==> config.mk <==
export PLATFORM = sky130hd
export DESIGN_NAME = score_digit_blitter
export DESIGN_NICKNAME = d
export VERILOG_FILES = /design/src/rtl/score_digit_blitter.sv
export SDC_FILE = /design/constraint.sdc
export NUM_CORES = 1
export LEC_CHECK = 0
export ABC_AREA = 1
export BUFFER_PORTS_ARGS = -buffer_cell sky130_fd_sc_hd__buf_4
export CAP_MARGIN = 20
export CORE_MARGIN = 3
export CORE_UTILIZATION = 31
export DETAILED_ROUTE_END_ITERATION = 8
export SETUP_SLACK_MARGIN = 0.05
export SYNTH_ARGS = -nofsm -noshare
export SYNTH_HDL_FRONTEND = slang
export SYNTH_SLANG_ARGS = --single-unit
==> constraint.sdc <==
create_clock -name clk -period 3.7 [get_ports clk]
set_input_delay 0.185 -clock clk [delete_from_list [all_inputs] [get_ports clk]]
set_output_delay 0.185 -clock clk [all_outputs]
set_load 0.05 [all_outputs]
==> src/rtl/score_digit_blitter.sv <==
// score_digit_blitter: walks one glyph raster from the glyph ROM into the framebuffer write port
module score_digit_blitter #(
    parameter int GLYPH_W = 11,
    parameter int GLYPH_H = 16,
    parameter int FB_W = 640,
    parameter int FB_H = 480,
    parameter int ADDR_W = 19,
    parameter bit SKIP_BLACK = 1'b0
) (
    input  logic              clk,
    input  logic              reset,
    input  logic              start,
    input  logic [3:0]        digit,
    input  logic [9:0]        pos_x,
    input  logic [9:0]        pos_y,
    output logic              busy,
    output logic              done,
    output logic [3:0]        glyph_sel,
    output logic [9:0]        glyph_row,
    output logic [9:0]        glyph_col,
    input  logic [2:0]        glyph_rgb,
    output logic [ADDR_W-1:0] fb_addr,
    output logic [2:0]        fb_data,
    output logic              fb_we,
    input  logic              fb_ready
);
    typedef enum logic [1:0] {IDLE, WRITE, DONE} state_t;
    localparam logic [9:0] LAST_COL = 10'(GLYPH_W - 1);
    localparam logic [9:0] LAST_ROW = 10'(GLYPH_H - 1);
    localparam logic [10:0] FB_W11 = 11'(FB_W);
    localparam logic [10:0] FB_H11 = 11'(FB_H);
    state_t state, state_nx;
    logic [9:0] px, py;
    logic [10:0] sx, sy;
    logic [2:0] wdata;
    logic in_bounds, adv, last_col, last;
    assign sx = {1'b0, px} + {1'b0, glyph_col};
    assign sy = {1'b0, py} + {1'b0, glyph_row};
    assign in_bounds = sx < FB_W11 && sy < FB_H11;
    assign wdata = glyph_sel > 4'd9 ? 3'b000 : glyph_rgb;
    assign fb_we = state == WRITE && in_bounds && !(SKIP_BLACK && glyph_sel <= 4'd9 && wdata == 3'b000);
    assign fb_addr = fb_we ? ADDR_W'(32'(sy) * 32'(FB_W) + 32'(sx)) : '0;
    assign fb_data = fb_we ? wdata : 3'b000;
    assign adv = !fb_we || fb_ready;
    assign last_col = glyph_col == LAST_COL;
    assign last = last_col && glyph_row == LAST_ROW;
    assign busy = state != IDLE;
    assign done = state == DONE;
    always_comb begin
        state_nx = state;
        if (state == IDLE && start) state_nx = WRITE;
        if (state == WRITE && adv && last) state_nx = DONE;
        if (state == DONE) state_nx = IDLE;
    end
    always_ff @(posedge clk or posedge reset) begin
        if (reset) begin
            state <= IDLE;
            glyph_sel <= '0;
            px <= '0;
            py <= '0;
            glyph_row <= '0;
            glyph_col <= '0;
        end else begin
            state <= state_nx;
            if (state == IDLE && start) begin
                glyph_sel <= digit;
                px <= pos_x;
                py <= pos_y;
                glyph_row <= '0;
                glyph_col <= '0;
            end else if (state == WRITE && adv) begin
                glyph_col <= last_col ? 10'd0 : glyph_col + 10'd1;
                if (last_col) glyph_row <= last ? 10'd0 : glyph_row + 10'd1;
            end
        end
    end
endmodule

==> summary.md <==
| Metric | Value |
|---|---|
| Clock slew at reported path FFs | 0.06 ns |
| Worst-margin pin slew | 0.843 ns |
| VDD IR-drop max | 0.170 mV |
| DR pass1 iterations | 4 |
| Total Power | 1.64 mW |
| Core area | 13600 um^2 |
| Initial core utilization | 32.4% |
| Starting DRC count in detailed routing | 189 |
| Die ar. | 15600 um^2 |
| Nets | 834 |
| Syn nets | 724 |
| Number of global-route vias before repair | 4171 |
| Layout area overhead | 35.7% |
| Reg-to-Reg Start | glyph_row[0] |
| Worst setup margin | -0.237 ns |
| Placer congestion estimate | 0.859 |
| H-tree levels | 2 |
| GRT overflow | 0 |
| Async S/R FF share, synth | 100% |
| Synth Flop Type | dfrtp_1 |
| Fin Hold WS | 0.0436 ns |
| Largest net degree at the start of global routing | 47 |
| Crit path capture type | primary output |
| Setup Skew | 0.00594 ns |
| PortBufs | 79 |
| Syn Inst Count | 648 |
| RSZ-0062 raised after global routing | yes |
| CTS tree | done |
| Reg2reg path depth | 19 |
| CP Launch Type | flop |
| Most frequent cells in the layout | nand2_1 (218), buf_4 (104), inv_1 (81) |
| DRC Markers | 0 |
| Hold Path Class | in2async |
| Worst-Skew Late Latency | 0.29 ns |
| Worst setup startpoint | glyph_row[0] |
| DR vias | 4290 |
| GRT Overall Usage | 15.0% |
| Part of the cycle the worst path needs | 106% |
| Outcome | finished, violations left |
| Critical Path RT | 3.51 ns |
| Crit path arrival time | 3.75 ns |
| Per-cell routed wire length | 12.7 um |
| First-pass GRT wire length | 19900 um |
| Power density over the cells | 274 nW/um^2 |
| Failing checks | setup timing |
| Post-layout min period | 3.94 ns |
| Layout cells sized above 1 | 31.1% |
| Cts bufs inserted | 5 |
| Post-DRT Antenna Nets | 0 |
| Worst setup path endpoint | fb_addr[18] |
| Register area share after synthesis | 26.2% |
| Max-capacitance violation count | 0 |
| Hold-fix buffers, CTS | 0 |
| Number of failing hold endpoints at the final stage | 0 |
| Synth unique cells | 38 |
| Post-DP HPWL | 9140 um |
| Seq cells post-synth | 46 |
| Max Slew Vio Count | 0 |
| Avg Vias per Cell | 4.59 |
| Initial antenna violation count | 0 |
| Rel. slew slack | 43.2% |
| Number of cell rows | 42 |
| Warnings, synthesis | 0 |
| Clk buf depth | 2 |
| Crit path max fanout | 3 |
| Number of enable flip-flop cells after synthesis | 0 |
| Leakage power | 3.16 nW |
| # setup viols final | 4 |
| CTS sink cnt | 46 |
| Reg2reg setup slack | 0.79 ns |
| Reg2reg end | glyph_row[2] |
| Cell Area, Synth | 4390 um^2 |
| I/O pin count | 80 |
| Fmax | 254 MHz |
| ANT cells | 0 |
| Routed WL | 11800 um |
| DIE WIDTH | 125 um |
| Fillcell total | 1401 |
| Commonest non-fill, non-tap cell in the layout | nand2_1 |
| Worst setup path category | reg2out |
| Post-synthesis average cell area | 6.78 um^2 |
| Chip Height | 125 um |
| Root Buffer | clkbuf_16 |
## metrics by stage
step	std cells	instance area (um^2)	TNS (ns)	util [%]	setup WS (ns)
floorplan	648	4470	-0.0293	-	-0.0267
global route	934	5960	-1.52	44.0	-0.512
detailed placement	913	5360	-0.0337	39.5	-0.0337
global placement	913	5360	0	39.5	0.0376
CTS	930	5770	-0.539	42.5	-0.200
finish	934	5960	-0.436	44.0	-0.237
## state kept, by name, summed over array words and instances, names as in the netlist
| register | cells |
|---|---|
| glyph_col | 10 |
| glyph_row | 10 |
| px | 10 |
| py | 10 |
| glyph_sel | 4 |
| state | 2 |
## power by group
group / switching (mW) / internal [mW] / total (mW)
combinational: 0.361 / 0.284 / 0.645
sequential: 0.0249 / 0.525 / 0.550
clock: 0.193 / 0.247 / 0.440
total: 0.579 / 1.06 / 1.64
## critical path: stages (launching register included)
cell and delay [ns]:
dfrtp_4 0.49, ha_4 0.17, fa_2 0.39, nand2_2 0.08, nand2_2 0.06, nand2_2 0.07
xnor2_2 0.07, ha_1 0.33, inv_1 0.08, fa_2 0.46, nor2_2 0.14, nand4_1 0.09
nand3_1 0.10, nand2_1 0.09, nor2_2 0.11, nand2_1 0.08, nor2_2 0.10, nand3_1 0.13
nand3_1 0.11, nand2_2 0.07, nor2_4 0.10, buf_6 0.15
## synthesized netlist by cell type, types with 6 or more instances
master	count	area, um^2
a21oi_1	20	100
dfrtp_1	46	1150
ha_1	41	513
inv_1	87	327
nand2_1	224	841
nand2_2	11	68.8
nand3_1	31	155
nand3_2	13	130
nand4_1	9	56.3
nor2_1	73	274
nor3_1	9	45.0
o21ai_0	6	30.0
o21ai_2	8	70.1
xnor2_1	9	78.8
xor2_1	17	149
## area by class of cell
type | instances | area, um^2 | share of cell area [%]
multi-input cells | 504 | 3230 | 54.1
flip-flops and latches | 46 | 1160 | 19.5
repair buffers | 113 | 882 | 14.8
inverters | 88 | 333 | 5.58
well taps | 176 | 220 | 3.69
clock buffers | 6 | 129 | 2.16
clock inverters | 1 | 7.51 | 0.126
## cell families (layout without fill, tap and decap cells)
group / after synthesis / in the layout / synth area share, %
compound gates: 43 / 43 / 6.04
xor+xnor: 26 / 26 / 5.18
fa+ha+maj: 45 / 45 / 13.5
buf+inv: 98 / 208 / 9.14
flops: 46 / 46 / 26.2
simple gates: 390 / 390 / 39.9
## worst min path at each step
stage / cells after the start / slack (ns) / end / startpoint
CTS: 3 / 0.07 / glyph_sel[3] / reset
global route: 3 / 0.1 / glyph_sel[2] / reset
floorplan: 2 / 0.30 / px[0] / pos_x[0]
detailed placement: 3 / 0.38 / glyph_row[9] / reset
finish: 3 / 0.04 / glyph_sel[3] / reset
global placement: 3 / 0.39 / glyph_sel[0] / reset
## routing by layer
layer | up-vias | track usage, % | routed length [um]
met5 | - | 0 | 0
met4 | 0 | 2.74 | 43
met3 | 2 | 2.00 | 565
met2 | 93 | 25.1 | 5490
met1 | 1940 | 21.1 | 5740
li1 | 2255 | - | -
## timing repair
action / 4_1_cts / 5_1_grt
endpoints found under the setup margin: 5 / 10
setup buffers: 10 / 6
pin swaps: 18 / 19
resized for setup: 42 / 36
No activity file was read; power rests on OpenSTA's default activity.
